**src/rtl/byte_joining_ctrl_if.sv**
```systemverilog
// Control bundle between the byte-joining sequencer and its surroundings.
// master drives the group request and config; slave (the sequencer) drives the strobes and status.
interface byte_joining_ctrl_if #(
   parameter int SEL_W = 2
);
   logic             enable;
   logic [1:0]       lane_cfg;
   logic             in_valid;
   logic             load;
   logic [SEL_W-1:0] ctr_3;
   logic             out_valid;
   logic             sop;
   logic             busy;
   logic             err_overrun;

   modport master (
      output enable, lane_cfg, in_valid,
      input  load, ctr_3, out_valid, sop, busy, err_overrun
   );

   modport slave (
      input  enable, lane_cfg, in_valid,
      output load, ctr_3, out_valid, sop, busy, err_overrun
   );
endinterface

```
**src/rtl/byte_joining_ctrl.sv**
```systemverilog
// Lane-join sequencer: strobes lane capture, walks the lane select and flags each output byte.
// in_valid -> load 1 cycle later -> first byte 2 cycles later; chained groups run gap-free, no backpressure.
module byte_joining_ctrl #(
   parameter int SEL_W = 2
) (
   input  logic               clk1M,
   input  logic               reset,
   byte_joining_ctrl_if.slave bus
);

   typedef enum logic [1:0] {
      IDLE = 2'd0,
      LOAD = 2'd1,
      SEND = 2'd2
   } state_t;

   state_t           state_q, state_d;
   logic [SEL_W-1:0] ctr_q, ctr_d;
   logic             load_q, load_d;
   logic             out_valid_q, out_valid_d;
   logic             sop_q, sop_d;
   logic             busy_q, busy_d;
   logic             err_q, err_d;
   logic             pend_q, pend_d;
   logic [1:0]       cfg_q, cfg_d;
   logic [1:0]       cfg_nxt_q, cfg_nxt_d;
   logic             accept;

   function automatic logic [SEL_W-1:0] last_lane(input logic [1:0] cfg);
      case (cfg)
         2'b00:   last_lane = '0;
         2'b01:   last_lane = SEL_W'(1);
         default: last_lane = '1;
      endcase
   endfunction

   assign accept = bus.in_valid && bus.enable;

   always_comb begin
      state_d   = state_q;
      ctr_d     = '0;
      load_d    = 1'b0;
      err_d     = err_q;
      pend_d    = pend_q;
      cfg_d     = cfg_q;
      cfg_nxt_d = cfg_nxt_q;

      // A group in flight queues one request; a second one is an overrun.
      if (state_q != IDLE) begin
         if (!bus.enable) begin
            pend_d = 1'b0;
         end else if (bus.in_valid) begin
            if (pend_q) begin
               err_d = 1'b1;
            end else begin
               pend_d = 1'b1;
            end
         end
      end

      case (state_q)
         IDLE: begin
            pend_d = 1'b0;
            if (accept) begin
               state_d = LOAD;
               cfg_d   = bus.lane_cfg;
            end
         end
         LOAD: begin
            state_d = SEND;
         end
         SEND: begin
            if (ctr_q == last_lane(cfg_q)) begin
               if (load_q) begin
                  cfg_d = cfg_nxt_q;
               end else if (accept) begin
                  state_d = LOAD;
                  cfg_d   = bus.lane_cfg;
                  pend_d  = 1'b0;
               end else begin
                  state_d = IDLE;
                  pend_d  = 1'b0;
               end
            end else begin
               ctr_d = ctr_q + SEL_W'(1);
            end
         end
         default: begin
            state_d = IDLE;
         end
      endcase

      // load is registered, so the chain decision is taken one edge before the last byte.
      if (state_d == SEND && ctr_d == last_lane(cfg_d) && bus.enable && (pend_q || bus.in_valid)) begin
         load_d    = 1'b1;
         cfg_nxt_d = bus.lane_cfg;
         pend_d    = 1'b0;
      end
      if (state_d == LOAD) begin
         load_d = 1'b1;
      end

      out_valid_d = (state_d == SEND);
      sop_d       = (state_d == SEND) && (ctr_d == '0);
      busy_d      = (state_d != IDLE);
   end

   always_ff @(posedge clk1M) begin
      if (reset) begin
         state_q     <= IDLE;
         ctr_q       <= '0;
         load_q      <= 1'b0;
         out_valid_q <= 1'b0;
         sop_q       <= 1'b0;
         busy_q      <= 1'b0;
         err_q       <= 1'b0;
         pend_q      <= 1'b0;
         cfg_q       <= 2'b00;
         cfg_nxt_q   <= 2'b00;
      end else begin
         state_q     <= state_d;
         ctr_q       <= ctr_d;
         load_q      <= load_d;
         out_valid_q <= out_valid_d;
         sop_q       <= sop_d;
         busy_q      <= busy_d;
         err_q       <= err_d;
         pend_q      <= pend_d;
         cfg_q       <= cfg_d;
         cfg_nxt_q   <= cfg_nxt_d;
      end
   end

   assign bus.load        = load_q;
   assign bus.ctr_3       = ctr_q;
   assign bus.out_valid   = out_valid_q;
   assign bus.sop         = sop_q;
   assign bus.busy        = busy_q;
   assign bus.err_overrun = err_q;

endmodule
```
**src/flat_wrapper.sv**
```systemverilog
// flat-port wrapper written by rule: the top's interface ports become plain ports
module byte_joining_ctrl_flat 
#(
   parameter int SEL_W = 2
)
  (clk1M, reset, bus_enable, bus_lane_cfg, bus_in_valid, bus_load, bus_ctr_3, bus_out_valid, bus_sop, bus_busy, bus_err_overrun);
  byte_joining_ctrl_if #(.SEL_W(SEL_W)) bus_i ();
  input  logic clk1M;
  input  logic reset;
  input wire logic [$bits(bus_i.enable)-1:0] bus_enable;
  input wire logic [$bits(bus_i.lane_cfg)-1:0] bus_lane_cfg;
  input wire logic [$bits(bus_i.in_valid)-1:0] bus_in_valid;
  output wire logic [$bits(bus_i.load)-1:0] bus_load;
  output wire logic [$bits(bus_i.ctr_3)-1:0] bus_ctr_3;
  output wire logic [$bits(bus_i.out_valid)-1:0] bus_out_valid;
  output wire logic [$bits(bus_i.sop)-1:0] bus_sop;
  output wire logic [$bits(bus_i.busy)-1:0] bus_busy;
  output wire logic [$bits(bus_i.err_overrun)-1:0] bus_err_overrun;
  assign bus_i.enable = bus_enable;
  assign bus_i.lane_cfg = bus_lane_cfg;
  assign bus_i.in_valid = bus_in_valid;
  assign bus_load = bus_i.load;
  assign bus_ctr_3 = bus_i.ctr_3;
  assign bus_out_valid = bus_i.out_valid;
  assign bus_sop = bus_i.sop;
  assign bus_busy = bus_i.busy;
  assign bus_err_overrun = bus_i.err_overrun;
  byte_joining_ctrl #(.SEL_W(SEL_W)) u_core (.clk1M(clk1M), .reset(reset), .bus(bus_i));
endmodule
```
**config.mk**
```make
export PLATFORM = sky130hd
export DESIGN_NAME = byte_joining_ctrl_flat
export DESIGN_NICKNAME = d
export VERILOG_FILES = /design/src/rtl/byte_joining_ctrl_if.sv /design/src/rtl/byte_joining_ctrl.sv /design/src/flat_wrapper.sv
export SDC_FILE = /design/constraint.sdc
export NUM_CORES = 1
export LEC_CHECK = 0
export CAP_MARGIN = 20
export CORE_MARGIN = 10
export CORE_UTILIZATION = 55
export CTS_BUF_LIST = sky130_fd_sc_hd__clkbuf_16
export DETAILED_ROUTE_END_ITERATION = 6
export PLACE_DENSITY = 0.82
export SLEW_MARGIN = 40
export SYNTH_ARGS = -nofsm -noshare
export SYNTH_HDL_FRONTEND = slang
export SYNTH_SLANG_ARGS = --single-unit
```
**constraint.sdc**
```tcl
create_clock -name clk1M -period 3.75 [get_ports clk1M]
set_input_delay 0.75 -clock clk1M [delete_from_list [all_inputs] [get_ports clk1M]]
set_output_delay 0.75 -clock clk1M [all_outputs]
set_load 0.01 [all_outputs]
```
After elaboration in Yosys (flattened, before gate mapping):

Index checks and enable logic that the tools add are counted.

* add/subtract/negate cells: 1
* eq/ne operators: 8
* mux-type cells: 22
* reductions and logical operators: 14

Operator list (count)
* 2-bit two-way mux: 9
* 2-bit case mux with 2 select lines: 3
* 2-bit by 1-bit equality test with 1-bit output, second input constant: 4
* 2-bit logical NOT: 4
* 1-bit two-way mux: 8
* 2-bit case mux with 3 select lines: 1
* 1-bit logical AND: 5
* 2-bit equality test: 2
* 2-bit equality test, second input constant: 2
* 4-bit AND reduction: 1
* 2-bit nonzero test: 2
* 2-bit by 1-bit adder with 2-bit output, second input constant: 1
* 1-bit case mux with 2 select lines: 1
* 2-bit OR reduction: 1
* 1-bit logical OR: 1

* flip-flop bits (word level): 14
* input port bits: 6
* output and inout port bits: 7
* logic and storage cells: 55

Logic depth before layout (Yosys ltp):

Gate-level depths: netlist of run 1.

* depth after elaboration: 14
* depth in mapped cells: 7
* depth with buffers taken out: 6

Worst setup path before layout of run 1:

Ideal clock, no wire load.

* kind: register to register
* start point: reg u_core.ctr_q[0], in the netlist u_core.bus.ctr_3[0]
* end point: reg u_core.cfg_nxt_q[0]
* library setup time: 0.072 ns
* arrival time: 2.415 ns
* data required time: 3.678 ns
* slack: 1.263 ns
* stages on the path, launching flop included: 8
* buffers on the path: 1
* period minus slack after synthesis: 2.487 ns
* cell sequence: dfxtp_1 buf_6 or4_4 and3_4 o211a_4 or4b_4 a311oi_4 mux2i_1

* cells in the longest elaborated chain, start to end: 9
* elaborated cells between the ends (all ways): 16
* classes of those cells: add/sub: 1; eq/ne: 4; mux: 7; reduce/logical: 4

Ends and longest elaborated chain
* start, declared: RTL line byte_joining_ctrl.sv:18 `logic [SEL_W-1:0] ctr_q, ctr_d;`
* start signal, assigned: RTL line byte_joining_ctrl.sv:122 `ctr_q <= ctr_d;`
* 2-bit equality test: RTL line byte_joining_ctrl.sv:73 `if (ctr_q == last_lane(cfg_q)) begin`
* 2-bit two-way mux: RTL line byte_joining_ctrl.sv:73
* 2-bit case mux with 2 select lines: RTL line byte_joining_ctrl.sv:61 `case (state_q)`
* 2-bit by 1-bit equality test with 1-bit output or 2-bit logical NOT (tied branches): RTL line byte_joining_ctrl.sv:30 `case (cfg)`
* 2-bit case mux with 2 select lines: RTL line byte_joining_ctrl.sv:30
* 2-bit equality test: RTL line byte_joining_ctrl.sv:94 `if (state_d == SEND && ctr_d == last_lane(cfg_d) && bus.enable && (pend_q || bus.in_valid)) begin`
* 1-bit logical AND * (3 in a row): RTL line byte_joining_ctrl.sv:94
* end signal, assigned: RTL line byte_joining_ctrl.sv:130 `cfg_nxt_q <= cfg_nxt_d;`
* end, declared: RTL line byte_joining_ctrl.sv:26 `logic [1:0] cfg_nxt_q, cfg_nxt_d;`

Every way passes the cells marked *; elsewhere a longest branch is shown, timed or not.
A chain may end at the register's enable or synchronous reset.

Worst setup path after layout of run 1:

* start point: in bus_in_valid
* end point: reg u_core.cfg_nxt_q[1]

* cells in the longest elaborated chain, start to end: 11
* elaborated cells between the ends (all ways): 19
* classes of those cells: eq/ne: 3; mux: 10; reduce/logical: 6

Ends and longest elaborated chain
* start, declared: RTL line flat_wrapper.sv:12 `input wire logic [$bits(bus_i.in_valid)-1:0] bus_in_valid;`
* 1-bit logical AND: RTL line byte_joining_ctrl.sv:37 `assign accept = bus.in_valid && bus.enable;`
* 2-bit two-way mux: RTL line byte_joining_ctrl.sv:64, byte_joining_ctrl.sv:76
* 2-bit two-way mux: RTL line byte_joining_ctrl.sv:74 `if (load_q) begin`
* 2-bit two-way mux: RTL line byte_joining_ctrl.sv:73
* 2-bit case mux with 2 select lines: RTL line byte_joining_ctrl.sv:61
* 2-bit by 1-bit equality test with 1-bit output or 2-bit logical NOT (tied branches): RTL line byte_joining_ctrl.sv:30
* 2-bit case mux with 2 select lines: RTL line byte_joining_ctrl.sv:30
* 2-bit equality test: RTL line byte_joining_ctrl.sv:94
* 1-bit logical AND (2 in a row): RTL line byte_joining_ctrl.sv:94
* 1-bit logical AND *: RTL line byte_joining_ctrl.sv:94

Marked as above.

==> metrics.md, run 1 <==
| Metric | Value |
|---|---|
| Top cells by instance count after synthesis | `14 x dfxtp_1, 7 x nor2_1, 5 x nand3_1, 5 x o21ai_0, 5 x or2b_2` |
| Synth top area cells | `dfxtp_1 35%, or2b_2 5.4%, buf_6 4.2%` |
| Final hold viol count | `0` |
| Worst EP required | `around 3.9 ns` |
| Skew final | `between 0.003 and 0.004 ns` |
| Synth Register Bits | `14` |
| CTS tree | `built` |
| Synthesized area | `between 800 and 900 sq um` |
| Setup TNS | `0 ns` |
| # fillers | `between 90 and 100` |
| Count leader, synth | `dfxtp_1` |
| Hold Slack | `roughly 0.47 ns` |
| Vias | `a little over 700` |
| CTS root buffer | `clkbuf_16` |
| Initial antenna violation count | `0` |
| NumNets Final | `between 100 and 150` |
| TritonCTS buffer count | `3` |
| Commonest register cell after synthesis | `dfxtp_1` |
| Iter 0 DRT Violations | `22` |
| EDFF count, synth | `0` |
| Slew headroom | `63.2%` |
| N_diodes | `0` |
| Synth area leader | `dfxtp_1` |
| HP Start | `u_core.bus.err_overrun` |
| Share of cells above drive strength 1 | `between 10% and 20%` |
| Height of the die | `approximately 58 um` |
| Worst setup SP type | `input port` |
| Hold-fix buffers, CTS | `0` |
| FFs w/ async S/R, synth | `0%` |
| Vias per cell | `between 6 and 7` |
| CP endpoint kind | `flip-flop` |
| Synth top area share | `roughly 35%` |
| Drt total wl | `roughly 1900 um` |
| Maximum VDD drop | `0.284 mV` |
| Remaining global-route overflow | `0` |
| Clk buf depth | `2` |
| Register area share after synthesis | `34.5%` |
| Clk_lat worst skew | `0.24 ns` |
| Setup CP Type | `in -> reg` |
| Core area | `roughly 1400 sq um` |
| Max cap viols | `0` |
| Std cell rows | `13` |
| Post-synth cell types | `41` |
| Post_cts resized | `0` |
| Detailed placer's ending HPWL | `1310 um` |
| Gate Count Post-Synth | `between 80 and 90` |
| Arr. time, crit path | `3.11 ns` |
| Static Leakage | `~0.35 nW` |
| Total track usage | `12.1%` |
| Ports | `13` |
| Drt drc | `0` |
| Remaining antenna violation count | `0` |
| Hold/Removal Path Class | `reg -> reg` |
| Largest net degree at the start of global routing | `14` |
| Min cycle time layout | `a little under 3 ns` |
| Initial Utilization | `about three fifths` |
| Vias in the first global route | `slightly above 700` |
| Synth Warn # | `0` |
| Outcome | `finished clean` |
| PD cells | `428 nW/um^2` |
| Total die area | `approximately 3400 sq um` |
| IO buf count | `12` |
| Reg clk slew, reported paths | `roughly 0.04 ns` |
| CTS sink count | `14` |
| Area Growth Syn to Fin | `21.1%` |
| Worst Setup SP | `bus_in_valid` |
| Die X | `between 50 and 60 um` |
| GPL Wtd Cong | `~0.90` |
| Period utilization | `between 70 and 80%` |
| Final core utilization | `between 70% and 80%` |
| Setup-failing EPs final | `0` |
| Post-synth net total | `92` |
| Unrepaired setup endpoints after global routing | `no` |
| First-pass detailed-route iteration total | `4` |
| Worst-Margin Slew | `0.537 ns` |
| First-pass GRT wire length | `3370 um` |
| Syn avg cell area | `9.44 sq um` |
| Wire length per cell | `roughly 17 um` |
| Peak Freq | `~340 MHz` |
| Htree depth | `1` |
| Setup Fix Bufs, Post-CTS | `0` |
| CP Max Fanout | `7` |
| Slew Viols, Final | `0` |
| Reg2Reg Launch Point | `u_core.bus.ctr_3[0]` |
metrics by stage:
stage                     area, sq um  instances  setup WS [ns]  total power, mW
after CTS                         983        113          0.822            0.421
after global placement            905        109          0.750            0.220
after global routing              983        113          0.578            0.438
after floorplan                   812         86           1.26            0.202
final                             983        113          0.798            0.421
after detailed placement          905        109          0.605            0.220
worst paths after layout:
| path | endpoint | slack [ns] | cells after the start |
|---|---|---|---|
| worst min-delay path | u_core.bus.err_overrun | 0.47 | 2 |
| worst max register to register | u_core.cfg_nxt_q[1] | 1.14 | 6 |
| worst min register to register | u_core.bus.err_overrun | 0.47 | 2 |
| worst max-delay path | u_core.cfg_nxt_q[1] | 0.80 | 7 |
final cells by class:
type	instances	area [sq um]	share of cell area (%)
clock buffer	3	75.1	7.63
sequential	14	280	28.5
tap	15	18.8	1.91
inverter	1	3.75	0.382
multi-input combinational	67	482	49.0
timing repair buffer	12	120	12.2
clock inverter	1	3.75	0.382
registers in the layout (all words and copies together) (netlist names), 2 cells and up:
signal / flops
u_core.cfg_nxt_q: 2
u_core.state_q: 2
u_core.cfg_q: 2
u_core.bus.ctr_3: 2
routing by layer:
| layer | share of wire [%] | vias up | wire length (um) | GRT usage [%] |
|---|---|---|---|---|
| met4 | 1.0 | 0 | 19 | 4.70 |
| met5 | 0 | - | 0 | 0 |
| met2 | 41 | 35 | 772 | 17.6 |
| met3 | 13 | 4 | 241 | 6.01 |
| met1 | 46 | 338 | 872 | 14.8 |
| li1 | - | 345 | - | - |
cell usage in the layout, fill, tap and decap left out, types with 3 or more instances in the layout:
master and instances:
clkdlybuf4s50_1 12, or2b_2 5, dfxtp_1 14, nand2_1 4, nor2_1 7, nor4_1 4, nand3_1 5, nor3_1 3
o21ai_0 5, mux2i_1 3, clkbuf_16 3
power by group:
group | total (mW) | leakage, nW | internal (mW) | switching (mW)
Sequential | 0.162 | 0.114 | 0.155 | 0.00694
Combinational | 0.0582 | 0.196 | 0.0295 | 0.0287
Clock | 0.201 | 0.0385 | 0.141 | 0.0603
critical path, cell delays in order:
cell and delay, ns:
clkdlybuf4s50_1 0.52, a21boi_0 0.27, o311ai_0 0.20, o211a_4 0.29, or4b_4 0.56, a311oi_4 0.28
mux2i_1 0.25
cells by family after synthesis:
group,count (synthesis),synth area share (%)
buf+inv,5,6.16
compound gates,20,20.0
simple gates,43,34.5
xor+xnor,1,1.08
flops,14,34.5
mux,3,3.70
Note: power is estimated with default switching activity, not from simulation.
==> run 2, diff against run 1 <==
--- a/config.mk
+++ b/config.mk
@@ -6,11 +6,12 @@
 export NUM_CORES = 1
 export LEC_CHECK = 0
 export CAP_MARGIN = 20
+export CORE_ASPECT_RATIO = 1.2
 export CORE_MARGIN = 10
-export CORE_UTILIZATION = 55
+export CORE_UTILIZATION = 51
 export CTS_BUF_LIST = sky130_fd_sc_hd__clkbuf_16
 export DETAILED_ROUTE_END_ITERATION = 6
-export PLACE_DENSITY = 0.82
+export PLACE_DENSITY = 0.77
 export SLEW_MARGIN = 40
 export SYNTH_ARGS = -nofsm -noshare
 export SYNTH_HDL_FRONTEND = slang
==> constraint.sdc (replaced) <==
create_clock -name clk1M -period 2.9 [get_ports clk1M]
set_input_delay 0.58 -clock clk1M [delete_from_list [all_inputs] [get_ports clk1M]]
set_output_delay 0.58 -clock clk1M [all_outputs]
set_load 0.01 [all_outputs]
==> run 2 against run 1 <==
  * Core utilization decreased by 5.0 points
  * Clock skew decreased by 0.0034 ns
  * Final area increased by 1.0%
  * Non-clock buffer count increased by 1
  * Flip-flop and latch count unchanged
  * Power increased by 28%
  * Combinational power increased by 30%
  * Register-to-register slack got worse by 0.85 ns
  * Clock-buffer cell count unchanged
  * Clock power increased by 27%
  * Sequential share of layout area decreased by 0.29 points
  * Worst setup slack got worse by 0.61 ns
  * Critical path type unchanged
==> metrics.md, run 2 (synthesis gave the netlist of run 1 again) <==
| Metric | Value |
|---|---|
| Outcome | `finished clean` |
| Hold Slack | `approximately 0.47 ns` |
| Drt drc | `0` |
| Vias | `a little over 700` |
| Overall Power | `between 0.5 and 0.6 mW` |
| P_int | `around 0.42 mW` |
| Worst setup SP type | `input port` |
| Worst EP required | `between 3 and 4 ns` |
| Most frequent cells in the layout | `14 x dfxtp_1, 12 x clkdlybuf4s50_1, 7 x nor2_1` |
| Reg clk slew, reported paths | `about 0.040 ns` |
| Register cell area after layout | `around 280 sq um` |
| Area Growth Syn to Fin | `22.3%` |
| # fillers | `between 100 and 150` |
| Total track usage | `roughly a tenth` |
| Final hold viol count | `0` |
| Drt total wl | `slightly below 2000 um` |
| Remaining antenna violation count | `0` |
| Crit path cell chain | `clkdlybuf4s50_1 > and3_2 > o311ai_0 > o211a_4 > or4b_4 > a311oi_4 > mux2i_1` |
| TritonCTS buffer count | `3` |
| Cell family with most CP delay | `simple AND/OR/NAND/NOR gates` |
| Reg power frac | `roughly two fifths` |
| Remaining global-route overflow | `0` |
| Period utilization | `between 90% and 100%` |
| Arr. time, crit path | `~2.9 ns` |
| Detailed placer's ending HPWL | `roughly 1400 um` |
| Htree depth | `1` |
| CP Buf/Inv Count | `1` |
| Footprint of the multi-input gates | `482 sq um` |
| CP Max Fanout | `7` |
| Initial antenna violation count | `0` |
| CP endpoint kind | `flip-flop` |
| Unrepaired setup endpoints after global routing | `no` |
| Worst Slack Setup Final | `approximately 0.18 ns` |
| Skew final | `roughly 0.00031 ns` |
| Setup TNS | `0 ns` |
| Ports | `13` |
| Largest net degree at the start of global routing | `14` |
| Min cycle time layout | `2.72 ns` |
| Setup CP Type | `in -> reg` |
| Std cell rows | `15` |
| CTS tree | `built` |
| Hold/Removal Path Class | `reg -> reg` |
| Die X | `56.4 um` |
| Final Instance Area | `slightly below 1000 sq um` |
| Largest stage delay, worst path | `0.59 ns` |
| Max cap viols | `0` |
| Pre-CTS setup slack | `-0.0596 ns` |
| Maximum VDD drop | `a little over 0.5 mV` |
| Static Leakage | `about 0.35 nW` |
| Wire length per cell | `16.6 um` |
| Share of cells above drive strength 1 | `18.2%` |
| First-pass GRT wire length | `3190 um` |
| Slew headroom | `a little under 70%` |
| IO buf count | `12` |
| Clk buf depth | `2` |
| Setup-failing EPs final | `0` |
| # placed instances | `between 100 and 150` |
| Final core utilization | `between 60% and 70%` |
| Crit path max-delay cell type | `clkdlybuf4s50_1` |
| Slew Viols, Final | `0` |
| N_diodes | `0` |
| Peak Freq | `approximately 370 MHz` |
| Area post-placement | `between 900 and 1000 sq um` |
| Clk_lat worst skew | `~0.24 ns` |
| Final std cells w/o fill | `around 120` |
| CTS sink count | `14` |
| Initial Utilization | `between 50% and 60%` |
| Iter 0 DRT Violations | `20` |
| P_sw | `0.119 mW` |
| Core area | `1460 sq um` |
| Part of the power in combinational logic | `14.0%` |
| Vias in the first global route | `about 690` |
| Most common cell after layout, fill and taps aside | `dfxtp_1` |
| Sw Share | `~22%` |
| PD cells | `approximately 540 nW/um^2` |
| Clock power share | `a little under half` |
| CTS root buffer | `clkbuf_16` |
| NumNets Final | `approximately 110` |
| Total die area | `around 3600 sq um` |
| First-pass detailed-route iteration total | `4` |
| Height of the die | `roughly 64 um` |
| Vias per cell | `about 6.3` |
| Worst-Margin Slew | `~0.48 ns` |
| GPL Wtd Cong | `~0.90` |
==> run 2: layout make-up <==
class / instances / area share, %
tap: 17 / 2.14
inverter: 1 / 0.378
multi-input combinational: 67 / 48.5
clock buffer: 3 / 7.56
sequential: 14 / 28.2
clock inverter: 1 / 0.378
timing repair buffer: 13 / 12.8
==> run 2: what timing repair did <==
| action | 4_1_cts | 5_1_grt |
|---|---|---|
| endpoints found under the setup margin | 0 | 1 |
| setup buffers | 0 | 0 |
| hold buffers | 0 | 0 |
| gates resized for setup | 0 | 1 |
==> run 2: worst paths after layout <==
path / slack (ns) / start / to / cells past startpoint
setup / recovery: 0.18 / bus_in_valid / u_core.cfg_nxt_q[0] / 7
hold / removal: 0.47 / u_core.bus.err_overrun / u_core.bus.err_overrun / 2
setup reg to reg: 0.29 / u_core.bus.ctr_3[0] / u_core.cfg_nxt_q[0] / 6
hold reg to reg: 0.47 / u_core.bus.err_overrun / u_core.bus.err_overrun / 2
==> run 2: power groups by stage <==
| stage | logic, mW | clock network (mW) | registers, mW |
|---|---|---|---|
| floorplan | 0.0515 | 0 | 0.210 |
| global placement | 0.0736 | 0 | 0.212 |
| detailed placement | 0.0748 | 0 | 0.213 |
| CTS | 0.0754 | 0.258 | 0.209 |
| global route | 0.0837 | 0.265 | 0.210 |
| finish | 0.0758 | 0.255 | 0.209 |
==> run 2: per-layer routing <==
layer	global-route usage (%)	part of all wire, %	vias to the layer above
li1	-	-	346
met5	0	0	-
met4	6.02	2.1	0
met2	17.3	50	27
met3	2.81	5.2	7
met1	11.9	43	347
==> run 2: worst register-to-register path, cell delays in order, from the launching register on <==
cell	delay [ns]
dfxtp_1	0.54
or4bb_1	0.45
and3_4	0.21
o211a_4	0.26
or4b_4	0.56
a311oi_4	0.30
mux2i_1	0.22
==> run 3, diff against run 2 <==
--- a/config.mk
+++ b/config.mk
@@ -10,9 +10,9 @@
 export CORE_MARGIN = 10
 export CORE_UTILIZATION = 51
 export CTS_BUF_LIST = sky130_fd_sc_hd__clkbuf_16
+export CTS_CLUSTER_DIAMETER = 50
 export DETAILED_ROUTE_END_ITERATION = 6
 export PLACE_DENSITY = 0.77
-export SLEW_MARGIN = 40
 export SYNTH_ARGS = -nofsm -noshare
 export SYNTH_HDL_FRONTEND = slang
 export SYNTH_SLANG_ARGS = --single-unit
==> results of run 3 <==
No change in the layout: final DEF, timing and power equal those of run 2.
